--- src/rtl/seg7_pkg.sv ---
// Shared types and constants for the 7-segment scan driver.
// Segment vectors are {g,f,e,d,c,b,a}, active low (0 = segment lit).
package seg7_pkg;

    typedef logic [6:0] seg7_t;

    localparam seg7_t SEG_OFF = 7'h7F;

    localparam seg7_t SEG_0 = 7'b1000000;
    localparam seg7_t SEG_1 = 7'b1111001;
    localparam seg7_t SEG_2 = 7'b0100100;
    localparam seg7_t SEG_3 = 7'b0110000;
    localparam seg7_t SEG_4 = 7'b0011001;
    localparam seg7_t SEG_5 = 7'b0010010;
    localparam seg7_t SEG_6 = 7'b0000010;
    localparam seg7_t SEG_7 = 7'b1111000;
    localparam seg7_t SEG_8 = 7'b0000000;
    localparam seg7_t SEG_9 = 7'b0010000;
    localparam seg7_t SEG_A = 7'b0001000;
    localparam seg7_t SEG_B = 7'b0000011;
    localparam seg7_t SEG_C = 7'b1000110;
    localparam seg7_t SEG_D = 7'b0100001;
    localparam seg7_t SEG_E = 7'b0000110;
    localparam seg7_t SEG_F = 7'b0001110;

endpackage

--- src/rtl/seg7_scan_driver_if.sv ---
// Bus between the datapath/debug registers and the scan driver.
// master = register side driving display data; slave = the driver.
interface seg7_scan_driver_if
    import seg7_pkg::*;
#(
    parameter int NUM_DIGITS = 4
);
    logic [4*NUM_DIGITS-1:0] value_i;
    logic [NUM_DIGITS-1:0]   dp_i;
    logic                    load_i;
    logic                    blank_i;
    seg7_t                   seg_o;
    logic                    dp_o;
    logic [NUM_DIGITS-1:0]   an_o;
    logic                    frame_o;

    modport master (
        output value_i, dp_i, load_i, blank_i,
        input  seg_o, dp_o, an_o, frame_o
    );

    modport slave (
        input  value_i, dp_i, load_i, blank_i,
        output seg_o, dp_o, an_o, frame_o
    );
endinterface

--- src/rtl/seg7_hex_dec.sv ---
// Combinational hex nibble to active-low 7-segment decoder.
module seg7_hex_dec
    import seg7_pkg::*;
(
    input  logic [3:0] nib_i,
    output seg7_t      seg_o
);

    // Full 16-entry table; every code is covered explicitly.
    always_comb begin
        seg_o = SEG_OFF;
        case (nib_i)
            4'h0: seg_o = SEG_0;
            4'h1: seg_o = SEG_1;
            4'h2: seg_o = SEG_2;
            4'h3: seg_o = SEG_3;
            4'h4: seg_o = SEG_4;
            4'h5: seg_o = SEG_5;
            4'h6: seg_o = SEG_6;
            4'h7: seg_o = SEG_7;
            4'h8: seg_o = SEG_8;
            4'h9: seg_o = SEG_9;
            4'hA: seg_o = SEG_A;
            4'hB: seg_o = SEG_B;
            4'hC: seg_o = SEG_C;
            4'hD: seg_o = SEG_D;
            4'hE: seg_o = SEG_E;
            4'hF: seg_o = SEG_F;
        endcase
    end

endmodule

--- src/rtl/seg7_scan_driver.sv ---
// Time-multiplexed common-anode 7-segment driver for NUM_DIGITS hex digits.
// Each digit owns a slot of REFRESH_DIV cycles; the first BLANK_CYCLES of a
// slot keep every anode off to avoid ghosting. New values are staged in a
// pending register and committed only at the frame wrap so a frame never
// mixes old and new digits.
// Optional build macro: SEG7_LEADING_ZERO_BLANK_EN suppresses leading zeros.
module seg7_scan_driver
    import seg7_pkg::*;
#(
    parameter int NUM_DIGITS   = 4,
    parameter int REFRESH_DIV  = 50000,
    parameter int BLANK_CYCLES = 2
) (
    input  logic               clk,
    input  logic               rst_n,
    seg7_scan_driver_if.slave  bus
);

    localparam int PRE_W = $clog2(REFRESH_DIV);
    localparam int IDX_W = (NUM_DIGITS > 1) ? $clog2(NUM_DIGITS) : 1;
    localparam logic [PRE_W-1:0] PRE_LAST  = PRE_W'(REFRESH_DIV - 1);
    localparam logic [PRE_W-1:0] PRE_BLANK = PRE_W'(BLANK_CYCLES);
    localparam logic [IDX_W-1:0] IDX_LAST  = IDX_W'(NUM_DIGITS - 1);

    logic [PRE_W-1:0]        pre_cnt;
    logic [IDX_W-1:0]        dig_idx;
    logic [4*NUM_DIGITS-1:0] disp_val;
    logic [NUM_DIGITS-1:0]   disp_dp;
    logic [4*NUM_DIGITS-1:0] pend_val;
    logic [NUM_DIGITS-1:0]   pend_dp;
    logic                    pend_vld;

    logic                    slot_end;
    logic                    frame_wrap;
    logic [3:0]              cur_nib;
    seg7_t                   seg_dec;
    logic                    show_dig;
    logic                    lit;
    logic [NUM_DIGITS-1:0]   an_sel;

    seg7_t                   seg_q;
    logic                    dp_q;
    logic [NUM_DIGITS-1:0]   an_q;
    logic                    frame_q;

    assign slot_end   = (pre_cnt == PRE_LAST);
    assign frame_wrap = slot_end && (dig_idx == IDX_LAST);
    assign cur_nib    = disp_val[{dig_idx, 2'b00} +: 4];

    seg7_hex_dec u_dec (
        .nib_i (cur_nib),
        .seg_o (seg_dec)
    );

`ifdef SEG7_LEADING_ZERO_BLANK_EN
    logic [IDX_W-1:0] msd_idx;

    // Highest nonzero digit; digit 0 is always shown so an all-zero value reads "0".
    always_comb begin
        msd_idx = '0;
        for (int k = 1; k < NUM_DIGITS; k++) begin
            if (disp_val[4*k +: 4] != 4'h0) begin
                msd_idx = IDX_W'(k);
            end
        end
    end

    assign show_dig = (dig_idx <= msd_idx);
`else
    assign show_dig = 1'b1;
`endif

    assign lit = (pre_cnt >= PRE_BLANK) && !bus.blank_i && show_dig;

    // One-hot active-low anode select for the current slot.
    always_comb begin
        an_sel          = '1;
        an_sel[dig_idx] = 1'b0;
    end

    // Prescaler and round-robin digit index.
    always_ff @(posedge clk or negedge rst_n) begin
        if (!rst_n) begin
            pre_cnt <= '0;
            dig_idx <= '0;
        end else if (slot_end) begin
            pre_cnt <= '0;
            dig_idx <= (dig_idx == IDX_LAST) ? '0 : dig_idx + 1'b1;
        end else begin
            pre_cnt <= pre_cnt + 1'b1;
        end
    end

    // Staged load with commit at frame wrap; a load on the wrap itself bypasses staging.
    always_ff @(posedge clk or negedge rst_n) begin
        if (!rst_n) begin
            disp_val <= '0;
            disp_dp  <= '0;
            pend_val <= '0;
            pend_dp  <= '0;
            pend_vld <= 1'b0;
        end else if (bus.load_i && frame_wrap) begin
            disp_val <= bus.value_i;
            disp_dp  <= bus.dp_i;
            pend_vld <= 1'b0;
        end else begin
            if (frame_wrap && pend_vld) begin
                disp_val <= pend_val;
                disp_dp  <= pend_dp;
                pend_vld <= 1'b0;
            end
            if (bus.load_i) begin
                pend_val <= bus.value_i;
                pend_dp  <= bus.dp_i;
                pend_vld <= 1'b1;
            end
        end
    end

    // Registered outputs; segments and dp are forced dark whenever the anode is off.
    always_ff @(posedge clk or negedge rst_n) begin
        if (!rst_n) begin
            seg_q   <= SEG_OFF;
            dp_q    <= 1'b1;
            an_q    <= '1;
            frame_q <= 1'b0;
        end else begin
            frame_q <= frame_wrap;
            if (lit) begin
                seg_q <= seg_dec;
                dp_q  <= ~disp_dp[dig_idx];
                an_q  <= an_sel;
            end else begin
                seg_q <= SEG_OFF;
                dp_q  <= 1'b1;
                an_q  <= '1;
            end
        end
    end

    assign bus.seg_o   = seg_q;
    assign bus.dp_o    = dp_q;
    assign bus.an_o    = an_q;
    assign bus.frame_o = frame_q;

endmodule

--- src/flat_wrapper.sv ---
// flat-port wrapper written by rule: the top's interface ports become plain ports
module seg7_scan_driver_flat import seg7_pkg::*;
#(
    parameter int NUM_DIGITS   = 4,
    parameter int REFRESH_DIV  = 50000,
    parameter int BLANK_CYCLES = 2
)
  (clk, rst_n, bus_value_i, bus_dp_i, bus_load_i, bus_blank_i, bus_seg_o, bus_dp_o, bus_an_o, bus_frame_o);
  seg7_scan_driver_if #(.NUM_DIGITS(NUM_DIGITS)) bus_i ();
  input  logic clk;
  input  logic rst_n;
  input wire logic [$bits(bus_i.value_i)-1:0] bus_value_i;
  input wire logic [$bits(bus_i.dp_i)-1:0] bus_dp_i;
  input wire logic [$bits(bus_i.load_i)-1:0] bus_load_i;
  input wire logic [$bits(bus_i.blank_i)-1:0] bus_blank_i;
  output wire logic [$bits(bus_i.seg_o)-1:0] bus_seg_o;
  output wire logic [$bits(bus_i.dp_o)-1:0] bus_dp_o;
  output wire logic [$bits(bus_i.an_o)-1:0] bus_an_o;
  output wire logic [$bits(bus_i.frame_o)-1:0] bus_frame_o;
  assign bus_i.value_i = bus_value_i;
  assign bus_i.dp_i = bus_dp_i;
  assign bus_i.load_i = bus_load_i;
  assign bus_i.blank_i = bus_blank_i;
  assign bus_seg_o = bus_i.seg_o;
  assign bus_dp_o = bus_i.dp_o;
  assign bus_an_o = bus_i.an_o;
  assign bus_frame_o = bus_i.frame_o;
  seg7_scan_driver #(.NUM_DIGITS(NUM_DIGITS), .REFRESH_DIV(REFRESH_DIV), .BLANK_CYCLES(BLANK_CYCLES)) u_core (.clk(clk), .rst_n(rst_n), .bus(bus_i));
endmodule
--- config.mk ---
export PLATFORM = sky130hd
export DESIGN_NAME = seg7_scan_driver_flat
export DESIGN_NICKNAME = d
export VERILOG_FILES = /design/src/rtl/seg7_pkg.sv /design/src/rtl/seg7_scan_driver_if.sv /design/src/rtl/seg7_hex_dec.sv /design/src/rtl/seg7_scan_driver.sv /design/src/flat_wrapper.sv
export SDC_FILE = /design/constraint.sdc
export NUM_CORES = 1
export LEC_CHECK = 0
export BUFFER_PORTS_ARGS = -buffer_cell sky130_fd_sc_hd__buf_2
export CAP_MARGIN = 40
export CORE_MARGIN = 4
export CORE_UTILIZATION = 50
export CTS_BUF_LIST = sky130_fd_sc_hd__clkbuf_4
export DETAILED_ROUTE_END_ITERATION = 7
export GPL_TIMING_DRIVEN = 0
export PLACE_DENSITY = 0.69
export SETUP_SLACK_MARGIN = 0.4
export SKIP_LAST_GASP = 1
export SLEW_MARGIN = 30
export SYNTH_ARGS = -nofsm -noshare
export SYNTH_HDL_FRONTEND = slang
export SYNTH_HIERARCHICAL = 1
export SYNTH_SLANG_ARGS = --single-unit
--- constraint.sdc ---
create_clock -name clk -period 4.9 [get_ports clk]
set_input_delay 0.245 -clock clk [delete_from_list [all_inputs] [get_ports clk]]
set_output_delay 0.245 -clock clk [all_outputs]
set_load 0.02 [all_outputs]
* Word level (Yosys, flattened, before mapping)
Memories as Yosys holds them, arrays and structs flattened. Cells that the tools add are included.
Cells by class: bitwise gates (word level) 3, reductions and logical operators 9, multiply operators 0, $add $sub $neg 2, muxes and demuxes 16, eq/ne operators 2, order comparisons 3, divide/modulo/power cells 0, shift operators 1
Operators with widths (number):
- $mux W16 | 3
- $add A16 B1 Y16 const B | 1
- $eq A16 B16 Y1 const B | 1
- $ge A16 B2 Y1 const B | 1
- $shiftx A16 B5 Y4 | 1
- $mux W4 | 3
- $mux W7 | 1
- $mux W1 | 6
- $logic_and A1 B1 Y1 | 5
- $not A4 Y4 | 1
- $lt A2 B3 Y1 const B | 1
- $reduce_bool A3 Y1 | 1
- $add A2 B1 Y2 const B | 1
- $bmux W1 S2 | 1
- $demux W1 S2 | 1
- $eq A2 B2 Y1 const B | 1
- $ge A2 B1 Y1 const B | 1
- $mux W2 | 1
- $not A1 Y1 | 2
- $reduce_and A2 Y1 | 1
- $reduce_bool A2 Y1 | 1
- $logic_not A1 Y1 | 1
Storage, ports and cells: ROM bits 112, logic and storage cells 48, input bits 24, bits in writable memories 0, register bits 72, memories kept 1, latch bits 0, output and inout bits 13
Memory list:
- (name not given) | words 16, width 7, rd ports 1, clocked after memory_dff 0, wr ports 0, line seg7_hex_dec.sv:12 | case (nib_i)

* Longest topological paths before layout
Gate-level depths: netlist (run 1).
depth after elaboration 6, mapped depth 8, mapped depth without buffers 7

* Modules after synthesis
The synthesis (run 1) kept the hierarchy.
Modules (own cells, without submodules):
- seg7_scan_driver | seq. area each 1816.7 um^2, cells an instance 294, instances 1, area each 3405.8 um^2
- seg7_hex_dec | seq. area each 0.0 um^2, cells an instance 35, instances 1, area each 266.5 um^2

* Worst setup path before layout (run 1)
OpenSTA, ideal clock, no wires.
kind register to register, start point register u_core.pre_cnt[10], end point register u_core.pend_dp[0], stages on the path, launching flop included 7, arrival 2.007 ns, data required time 4.775 ns, path buffers 2, library setup time 0.125 ns, clock period less this slack 2.131 ns, path slack 2.769 ns, cells stage by stage dfrtp_1 or2_0 buf_2 or4_4 o31ai_4 buf_6 mux2_2
On the way: longest elaborated chain between the ends 5
RTL lines:
- start, declared | line seg7_scan_driver.sv:25 | logic [PRE_W-1:0] pre_cnt;
- start signal, assigned | line seg7_scan_driver.sv:90 | pre_cnt <= pre_cnt + 1'b1;
- $eq A16 B16 Y1 | line seg7_scan_driver.sv:46 | assign slot_end = (pre_cnt == PRE_LAST);
- $logic_and A1 B1 Y1 | line seg7_scan_driver.sv:47 | assign frame_wrap = slot_end && (dig_idx == IDX_LAST);
- $logic_and A1 B1 Y1 | line seg7_scan_driver.sv:102 | end else if (bus.load_i && frame_wrap) begin
- $not A1 Y1 (no source line)
- $reduce_and A2 Y1 (no source line)
- end signal, assigned | line seg7_scan_driver.sv:114 | pend_dp <= bus.dp_i;
- end, declared | line seg7_scan_driver.sv:30 | logic [NUM_DIGITS-1:0] pend_dp;
No other way between the ends. A chain may end at the register's enable or synchronous reset.

* Final worst setup path (run 1)
start point register u_core.dig_idx[1], end point register u_core.disp_val[5]
On the way: longest elaborated chain between the ends 4, elaborated cells between the ends (all ways) 6, classes of those cells eq/ne (1); mux (1); reduce/logical (4)
RTL lines:
- start, declared | line seg7_scan_driver.sv:26 | logic [IDX_W-1:0] dig_idx;
- start signal, assigned | line seg7_scan_driver.sv:88 | dig_idx <= (dig_idx == IDX_LAST) ? '0 : dig_idx + 1'b1;
- $eq A2 B2 Y1 (*) | line seg7_scan_driver.sv:47
- $logic_and A1 B1 Y1 (*) | line seg7_scan_driver.sv:47
- $logic_and A1 B1 Y1, on equally long branches | line seg7_scan_driver.sv:102, seg7_scan_driver.sv:107
- $mux W16 / $reduce_bool A2 Y1 (equally long branches)
- end signal, assigned | line seg7_scan_driver.sv:103 | disp_val <= bus.value_i;
- end signal, assigned | line seg7_scan_driver.sv:108 | disp_val <= pend_val;
- end, declared | line seg7_scan_driver.sv:27 | logic [4*NUM_DIGITS-1:0] disp_val;
Every way passes the cells marked *; elsewhere a longest branch is shown, timed or not.

==> summary.txt, run 1 <==
Status -> complete, no violations
Skew final -> 13.67 ps
Commonest cells in the netlist -> dfrtp_1 (60), nor2_1 (34), nor3_1 (22)
Count leader, synth -> dfrtp_1
DRT Pass-1 Iters -> 4
Yosys cell types -> 51
Max-cap viol count -> 0
Post-DP HPWL -> 5.430 mm
DIE AREA -> 8780 um^2
Share of cells above drive strength 1 -> 0.3377
Max Buffers Root-to-Sink -> 2
CTS tree -> done
Cell taking the most area after synthesis -> dfrtp_1
DR DRC count -> 0
Slowest CP cell -> dfrtp_1
Hold WC Path Type -> in2reg
Port bufs -> 35
Clk root buf -> clkbuf_4
Final net count -> 414
Placeable core area -> 6982 um^2
Leak pwr -> 1.815 nW
Final wirelength -> 7.724 mm
Mapped Area -> 3672 um^2
Worst-path cell chain -> ha_1 -> nand2_1 -> nor3_2 -> clkbuf_1 -> a31oi_1 -> o221a_2
Synth Warn # -> 6
Final ANT Viol Nets -> 0
Minimum clock period -> 2407 ps
Slew @ Worst Pin -> 627.5 ps
Layout Area Growth over Synthesis -> 15.06%
Number of CTS-inserted buffers -> 9
Total number of vias -> 2742
Worst EP required -> 5210 ps
Initial Utilization -> 0.5260
Avg Cell Area, Syn -> 11.16 um^2
Worst IR Drop VDD -> 0.0001866 V
Reg clk slew, reported paths -> 120 ps
DRT iter0 DRCs -> 133
FP Rows -> 30
GRT Util Overall -> 0.1893
Maximum fanout along the worst path -> 10
First-pass GRT wire length -> 12.78 mm
Setup crit start kind -> register
Wire per inst -> 16.16 um
RSZ-0062 raised after global routing -> no
FFs w/ async S/R, synth -> 1.000
CP Capture Type -> register
Seq cells post-synth -> 72
Placed instance count -> 461
Place WS -> 2539 ps
Largest net degree at the start of global routing -> 39
Post-Synthesis Net Count -> 366
PD cells -> 298.1 nW/um^2
Initial antenna violation count -> 0
Fin. max-slew vios -> 0
Post-synth top area share -> 0.4089
H-tree depth -> 3
Slowest stage delay, CP -> 580 ps
Ranking of synthesized cells by area -> dfrtp_1 (41%), dfstp_2 (8.6%), mux2_2 (6.4%)
Crit path DAT -> 2720 ps
Crit Path Category -> reg2reg
Final Hold Fails -> 0
DIE WIDTH -> 93.70 um
Clk sink count -> 72
Slew Limit Headroom -> 0.5794
GRT Residual Overflow -> 0
TNS Setup -> 0 ps
Diodes inserted -> 0
Ports -> 37
Worst-Skew Late Latency -> 420 ps
Final period util -> 0.4913
Max Freq -> 0.4154 GHz
Final Instance Area -> 4225 um^2
EDFF count, synth -> 0
Final setup viols -> 0
Ys flop type -> dfrtp_1
Final Wtd Congestion -> 0.8520
Vias per inst -> 5.736
Fin Hold WS -> 68.30 ps
Post-placement cell area -> 3990 um^2
Die H -> 93.70 um
Worst setup margin -> 2493 ps
Synth Instances -> 329
Post-synthesis sequential area ratio -> 0.4947
Number of global-route vias before repair -> 2704
Non-Filler Instances -> 478
-- cell type report --
cell class	count	area [um^2]
buffer	23	116.4
clock buffer	9	67.56
clock inverter	7	157.7
fill	619	2756
inverter	9	33.78
multi-input combinational	225	1705
sequential	72	1817
tap	96	120.1
timing repair buffer	37	207.7
-- report_power, final --
part,leakage (nW),internal (mW),switching [mW]
sequential,0.899,0.616,0.00844
clock,0.115,0.358,0.205
combinational,0.800,0.0318,0.0413
-- per-stage QoR --
| stage | util | power, mW |
|---|---|---|
| 2_1_floorplan | - | 0.6722 |
| 3_3_place_gp | 0.5683 | 0.7048 |
| 3_5_place_dp | 0.5715 | 0.7086 |
| 4_1_cts | 0.6052 | 1.274 |
| 5_1_grt | 0.6052 | 1.307 |
| 6_report | 0.6052 | 1.260 |
-- layout by cell type (no fill, tap or decap), drive strengths merged, types with 2 or more instances in the layout --
cell / netlist / layout
a21oi: 3 / 3
a31oi: 20 / 20
a41oi: 2 / 2
and4: 2 / 2
buf: 10 / 46
bufinv: 0 / 5
clkbuf: 13 / 22
clkinv: 0 / 2
dfrtp: 60 / 60
dfstp: 12 / 12
ha: 13 / 13
inv: 9 / 9
mux2: 21 / 21
mux4: 5 / 5
nand2: 17 / 17
nand2b: 8 / 8
nand3: 7 / 7
nand4: 6 / 6
nor2: 34 / 34
nor3: 23 / 23
nor4: 3 / 3
o21a: 2 / 2
o21ai: 9 / 9
o221a: 20 / 20
o22ai: 2 / 2
o31ai: 2 / 2
or2: 3 / 3
or4: 4 / 4
xnor2: 2 / 2
xor2: 8 / 8
-- cell families after synthesis --
group | after synthesis | synth area share
flops | 72 | 0.4947
mux | 27 | 0.09779
xor+xnor | 10 | 0.02385
buf+inv | 32 | 0.04088
compound gates | 63 | 0.1414
simple gates | 112 | 0.1571
fa+ha+maj | 13 | 0.04429
-- final timing paths --
path                                                from                        endpoint  slack [ps]  cells past startpoint
max                        u_core/dig_idx[1]$_DFFE_PN0N_  u_core/disp_val[5]$_DFFE_PN0P_        2490                      6
min                                          bus_blank_i   u_core/bus.seg_o[0]$_DFF_PN1_          70                      3
max reg2reg                u_core/dig_idx[1]$_DFFE_PN0N_  u_core/disp_val[5]$_DFFE_PN0P_        2490                      6
min reg2reg                  u_core/pre_cnt[0]$_DFF_PN0_     u_core/pre_cnt[0]$_DFF_PN0_         490                      1
max in group asynchronous                          rst_n  u_core/pend_val[5]$_DFFE_PN0P_        4050                      3
min in group asynchronous                          rst_n   u_core/dig_idx[0]$_DFFE_PN0N_         300                      2
-- worst max-delay path, delay by kind of cell (launching register included) --
kind / cells / cell delay (ps)
adders and majority gates: 1 / 350
and+or+nand+nor: 2 / 580
AOI/OAI and AO/OA: 2 / 310
buffers and inverters: 1 / 470
DFF: 1 / 580
-- state kept, by name (all words and copies together) (netlist names) --
| signal | flops |
|---|---|
| u_core/disp_dp | 4 |
| u_core/bus.dp_o | 1 |
| u_core/pend_val | 16 |
| u_core/pre_cnt | 16 |
| u_core/pend_vld | 1 |
| u_core/bus.seg_o | 7 |
| u_core/bus.frame_o | 1 |
| u_core/pend_dp | 4 |
| u_core/dig_idx | 2 |
| u_core/bus.an_o | 4 |
| u_core/disp_val | 16 |
-- per-layer routing --
metal	vias to the layer above	global-route usage	wire [um]
li1	1315	-	-
met1	1338	0.2384	3448
met2	79	0.3028	3788
met3	10	0.05208	421
met4	0	0.08664	66
met5	-	0	0
-- timing repair --
action                                 in CTS  in global routing
resized for setup                           0                  0
endpoints found under the hold margin      22                  0
buffers inserted                            0                  0
hold buffers                                1                  0
Note: power is estimated with default switching activity, not from simulation.
==> run 2, diff against run 1 <==
Clock period 4.9 ns to 2.3 ns, I/O delays scaled along.
==> run 2 against run 1 <==
Compared with the run above:
- global-route usage is 2.6 points higher
- wire length up 24%
- sequential share of layout area decreased by 7.5 points
- critical path depth is the same
- sequential power up 110%
==> summary.txt, run 2 (synthesis gave the netlist of run 1 again) <==
Status -> complete, no violations
Setup crit start kind -> register
DRT Pass-1 Iters -> 4
Multi-input gate area -> 2023 um^2
Final wirelength -> 9.616 mm
Reg clk slew, reported paths -> 120 ps
Combinational group share of total power -> 0.093
Worst-path cell chain -> or4_4 -> or2_4 -> o31ai_4 -> buf_6 -> buf_8 -> mux2_4
Fin Hold WS -> 193.5 ps
PD cells -> 477.8 nW/um^2
DIE WIDTH -> 93.70 um
Final ANT Viol Nets -> 0
Worst setup margin -> 96.74 ps
Delay-heaviest family, CP -> simple AND/OR/NAND/NOR gates
Final Wtd Congestion -> 0.8556
Total chip power -> 2.447 mW
Slew Limit Headroom -> 0.6372
Most common cell after layout, fill and taps aside -> dfrtp_1
Fin. max-slew vios -> 0
Share of cells above drive strength 1 -> 0.4521
Most frequent cells in the layout -> dfrtp_1 (58), buf_2 (35), nor2_1 (32)
Sw frac -> 0.2278
Final net count -> 471
Slowest stage delay, CP -> 570 ps
Internal power -> 1.890 mW
Post-DP HPWL -> 5.565 mm
Slew @ Worst Pin -> 544.3 ps
Fillers -> 461
DR DRC count -> 0
FP Rows -> 30
Minimum clock period -> 2203 ps
Layout Area Growth over Synthesis -> 39.49%
RSZ-0062 raised after global routing -> yes
Max Buffers Root-to-Sink -> 2
Crit Path Category -> reg2reg
Placeable core area -> 6982 um^2
Max-cap viol count -> 0
R2R setup slack -> 100 ps
Vias per inst -> 5.773
Top Registers -> u_core/disp_val (16), u_core/pend_val (16), u_core/pre_cnt (16)
CTS tree -> done
Reg area -> 1819 um^2
Ports -> 37
DRT iter0 DRCs -> 179
GRT Util Overall -> 0.2150
DIE AREA -> 8780 um^2
Clk sink count -> 72
Worst-Skew Late Latency -> 400 ps
Leak pwr -> 2.271 nW
Total number of vias -> 3083
CP Capture Type -> register
Initial Utilization -> 0.5260
Final period util -> 0.9579
Skew final -> 10.84 ps
Largest net degree at the start of global routing -> 39
Slowest CP cell -> or4_4
Place WS -> -83.42 ps
Max Freq -> 0.4539 GHz
Final setup viols -> 0
Number of global-route vias before repair -> 3026
Crit path DAT -> 2500 ps
Maximum fanout along the worst path -> 5
Hold WC Path Type -> in2async
GRT Residual Overflow -> 0
Clock group share of total power -> 0.362
Clk root buf -> clkbuf_4
First-pass GRT wire length -> 14.82 mm
Port bufs -> 35
Final Hold Fails -> 0
H-tree depth -> 3
Diodes inserted -> 0
Worst IR Drop VDD -> 0.0002814 V
Die H -> 93.70 um
Psw -> 557.5 uW
Sequential group share of total power -> 0.545
Worst EP required -> 2590 ps
Number of CTS-inserted buffers -> 9
Wire per inst -> 18.01 um
Initial antenna violation count -> 0
Worst Path Buf+Inv -> 2
[run 2: changes by cell type in the layout (fill, tap and decap cells not counted), moves of 5 or more]
| cell | before | now |
|---|---|---|
| clkbuf_1 | 13 | 6 |
| buf_6 | 3 | 11 |
| dlygate4sd3_1 | 1 | 22 |
| mux2_4 | 0 | 20 |
| mux2_2 | 21 | 1 |
| ha_1 | 13 | 7 |
| buf_8 | 0 | 5 |
| buf_2 | 40 | 35 |
| buf_4 | 1 | 28 |
| ha_4 | 0 | 6 |
[run 2: timing repair]
action | CTS | global route
endpoints found under the setup margin | 57 | 64
gates cloned | 3 | 4
buffers inserted | 20 | 9
hold buffers | 22 | 0
pin swaps | 9 | 10
hold endpoints to repair | 67 | 0
resized for setup | 71 | 46
[run 2: worst register-to-register path, delay by kind of cell, from the launching register on]
kind                   cells  cell delay [ps]
AND/OR/NAND/NOR            2              830
flip-flops                 1              410
buffers and inverters      2              330
multiplexers               1              310
AO/OA/AOI/OAI              1              230
[run 2: layout make-up]
type | count | share of cell area
clock buffers | 11 | 0.01612
well taps | 96 | 0.02345
plain buffers | 23 | 0.04250
multi-input cells | 225 | 0.3950
repair buffers | 94 | 0.1466
clock inverters | 4 | 0.01368
flip-flops and latches | 72 | 0.3552
inverters | 9 | 0.007572
[run 2: power by group through the flow]
stage	Combinational [mW]	Clock (mW)	Sequential, mW
floorplan	0.0734	0	1.36
global placement	0.149	0	1.35
detailed placement	0.157	0	1.35
CTS	0.222	0.898	1.33
global route	0.250	0.964	1.34
finish	0.228	0.886	1.33
[run 2: worst paths after layout]
kind                                                startpoint                              end  cells after the start
worst max-delay path               u_core/pre_cnt[5]$_DFF_PN0_    u_core/pend_dp[3]$_DFFE_PN0P_                      6
worst max register to register     u_core/pre_cnt[5]$_DFF_PN0_    u_core/pend_dp[3]$_DFFE_PN0P_                      6
worst min register to register  u_core/pend_val[7]$_DFFE_PN0P_   u_core/pend_val[7]$_DFFE_PN0P_                      1
min in group clk                                    bus_load_i  u_core/pend_val[14]$_DFFE_PN0P_                      5
worst min-delay path                                     rst_n     u_core/pre_cnt[13]$_DFF_PN0_                      2
max in group asynchronous                                rst_n   u_core/pend_val[3]$_DFFE_PN0P_                      3
[run 2: layer usage]
metal,vias to the layer above,global-route usage,part of all wire,wire (um)
met4,0,0.07461,0.019,180
met5,-,0,0,0
li1,1421,-,-,-
met3,19,0.03926,0.051,495
met2,99,0.3454,0.49,4731
met1,1544,0.2927,0.44,4208
[run 2: stage by stage]
| stage | area, um^2 | std cells | utilization | setup TNS [ps] |
|---|---|---|---|---|
| final | 5122 | 534 | 0.7337 | 0 |
| after global routing | 5122 | 534 | 0.7337 | 0 |
| after CTS | 4821 | 521 | 0.6905 | 0 |
| after detailed placement | 4001 | 461 | 0.5731 | -843.6 |
| after global placement | 3979 | 460 | 0.5699 | -331.6 |
| after floorplan | 3684 | 329 | - | 0 |
==> run 3, diff against run 2 <==
Settings changed: PLACE_DENSITY 0.69 to 0.74.
==> run 3 against run 2 <==
Compared with the run above:
- maximum frequency fell by 1.1%
- utilization fell by 2.4 points
- first-iteration DRC count fell by 11%
- cell count fell by 1.3%
- via count rose by 1.3%
- power fell by 0.24%
- sequential power barely moved
- wire length fell by 1.4%
- clock-buffer cell count fell by 2
- global-route usage rose by 0.31 points
- clock power barely moved
- non-clock buffer count fell by 8
- critical endpoint is now u_core/pend_val[7]$_DFFE_PN0P_
- largest power group unchanged
==> summary.txt, run 3 (synthesis gave the netlist of run 1 again) <==
Max Buffers Root-to-Sink -> 2
Place WS -> -17.39 ps
Max-cap viol count -> 0
Final wirelength -> 9.483 mm
Reg clk slew, reported paths -> 130 ps
RSZ-0062 raised after global routing -> yes
GRT Util Overall -> 0.2181
DRT iter0 DRCs -> 159
Most frequent cells in the layout -> dfrtp_1 (58), buf_2 (36), nor2_1 (32)
Placeable core area -> 6982 um^2
DR DRC count -> 0
Worst-path cell chain -> or4_4 -> or2_4 -> o31ai_4 -> buf_6 -> buf_8 -> mux2_4
Initial antenna violation count -> 0
Initial Utilization -> 0.5260
Maximum fanout along the worst path -> 5
Diodes inserted -> 0
H-tree depth -> 3
Worst-Skew Late Latency -> 430 ps
DIE WIDTH -> 93.70 um
Clk root buf -> clkbuf_4
Post-placement cell area -> 4001 um^2
CTS tree -> done
First-pass GRT wire length -> 14.78 mm
Layout Area Growth over Synthesis -> 34.89%
Wire per inst -> 17.99 um
Skew final -> 23.21 ps
Final period util -> 0.9685
PD cells -> 492.9 nW/um^2
Multi-input gate area -> 1948 um^2
Port bufs -> 35
Minimum clock period -> 2228 ps
Worst EP required -> 2610 ps
Top Registers -> u_core/disp_val (16), u_core/pend_val (16), u_core/pre_cnt (16)
Register-to-Register Path Depth -> 6
Status -> complete, no violations
Max Freq -> 0.4489 GHz
Fillers -> 467
Final setup viols -> 0
Number of global-route vias before repair -> 2990
Final Hold Fails -> 0
Final net count -> 463
Fin. max-slew vios -> 0
Slew @ Worst Pin -> 571.1 ps
Final Wtd Congestion -> 0.8399
Die H -> 93.70 um
DIE AREA -> 8780 um^2
Crit. path cell count -> 6
DRT Pass-1 Iters -> 5
Largest net degree at the start of global routing -> 42
GRT Residual Overflow -> 0
Slowest CP cell -> or4_4
Reg area -> 1819 um^2
FP Rows -> 30
CP Capture Type -> register
Setup crit start kind -> register
Most common cell after layout, fill and taps aside -> dfrtp_1
Ports -> 37
Leak pwr -> 2.191 nW
Delay-heaviest family, CP -> simple AND/OR/NAND/NOR gates
Worst setup margin -> 72.44 ps
Clk sink count -> 72
Total number of vias -> 3124
Total chip power -> 2.442 mW
Final Instance Area -> 4954 um^2
Vias per inst -> 5.928
Number of CTS-inserted buffers -> 9
Slowest stage delay, CP -> 540 ps
Final ANT Viol Nets -> 0
Worst IR Drop VDD -> 0.0003553 V
Crit path DAT -> 2530 ps
Share of cells above drive strength 1 -> 0.4432
Worst Path Buf+Inv -> 2
Post-DP HPWL -> 5.504 mm
Crit Path Category -> reg2reg
Hold WC Path Type -> in2async
Slew Limit Headroom -> 0.6192
-- run 3: changes by cell type in the layout (fill, tap and decap cells not counted), sizes merged --
| cell | delta |
|---|---|
| clkinv | +2 |
| clkinvlp | +1 |
| clkbuf | -4 |
| buf | -6 |
-- run 3: where the power goes --
group	total (mW)	internal [mW]	switching (mW)	leakage, nW
Sequential	1.33	1.31	0.0203	0.896
Clock	0.885	0.432	0.454	0.0831
Combinational	0.224	0.120	0.104	1.21
Total	2.44	1.86	0.578	2.19
-- run 3: worst paths after layout --
kind / start / endpoint / slack [ps]
setup reg to reg: u_core/pre_cnt[7]$_DFF_PN0_ / u_core/pend_val[7]$_DFFE_PN0P_ / 70
hold / removal: rst_n / u_core/pre_cnt[5]$_DFF_PN0_ / 140
min in group clk: bus_load_i / u_core/pend_val[13]$_DFFE_PN0P_ / 460
max in group asynchronous: rst_n / u_core/pend_val[2]$_DFFE_PN0P_ / 1580
setup / recovery: u_core/pre_cnt[7]$_DFF_PN0_ / u_core/pend_val[7]$_DFFE_PN0P_ / 70
hold reg to reg: u_core/pend_val[3]$_DFFE_PN0P_ / u_core/pend_val[3]$_DFFE_PN0P_ / 520
-- run 3: layout make-up --
cell class	count	share of cell area
Buffer	23	0.03764
Timing Repair Buffer	86	0.1387
Clock inverter	7	0.01743
Inverter	9	0.007830
Multi-Input combinational cell	225	0.3933
Tap cell	96	0.02425
Sequential cell	72	0.3673
Clock buffer	9	0.01364
-- run 3: timing repair --
item | in CTS | in global routing
endpoints found under the hold margin | 114 | 0
resized for setup | 64 | 34
cloned | 3 | 1
buffers inserted | 20 | 4
endpoints found under the setup margin | 62 | 64
pin swaps | 6 | 6
hold buffers | 22 | 0
-- run 3: per-stage QoR --
stage               TNS (ps)    util  std cells  hold slack [ps]
floorplan                  0       -        329           -180.6
global placement     -0.7283  0.5699        460            371.6
detailed placement    -71.26  0.5731        461            73.92
CTS                        0  0.6837        522            149.2
global route               0  0.7095        527            188.0
finish                     0  0.7095        527            142.6
-- run 3: worst register-to-register path, delay by kind of cell (launching register included) --
kind	cells	cell delay, ps
flops	1	410
simple gates	2	830
mux	1	300
compound gates	1	270
buf+inv	2	300
-- run 3: per-layer routing --
metal	wire length (um)	vias up	global-route usage
met2	4700	126	0.3536
met1	4017	1552	0.2832
li1	-	1416	-
met3	517	30	0.03926
met4	248	0	0.1023
met5	0	-	0
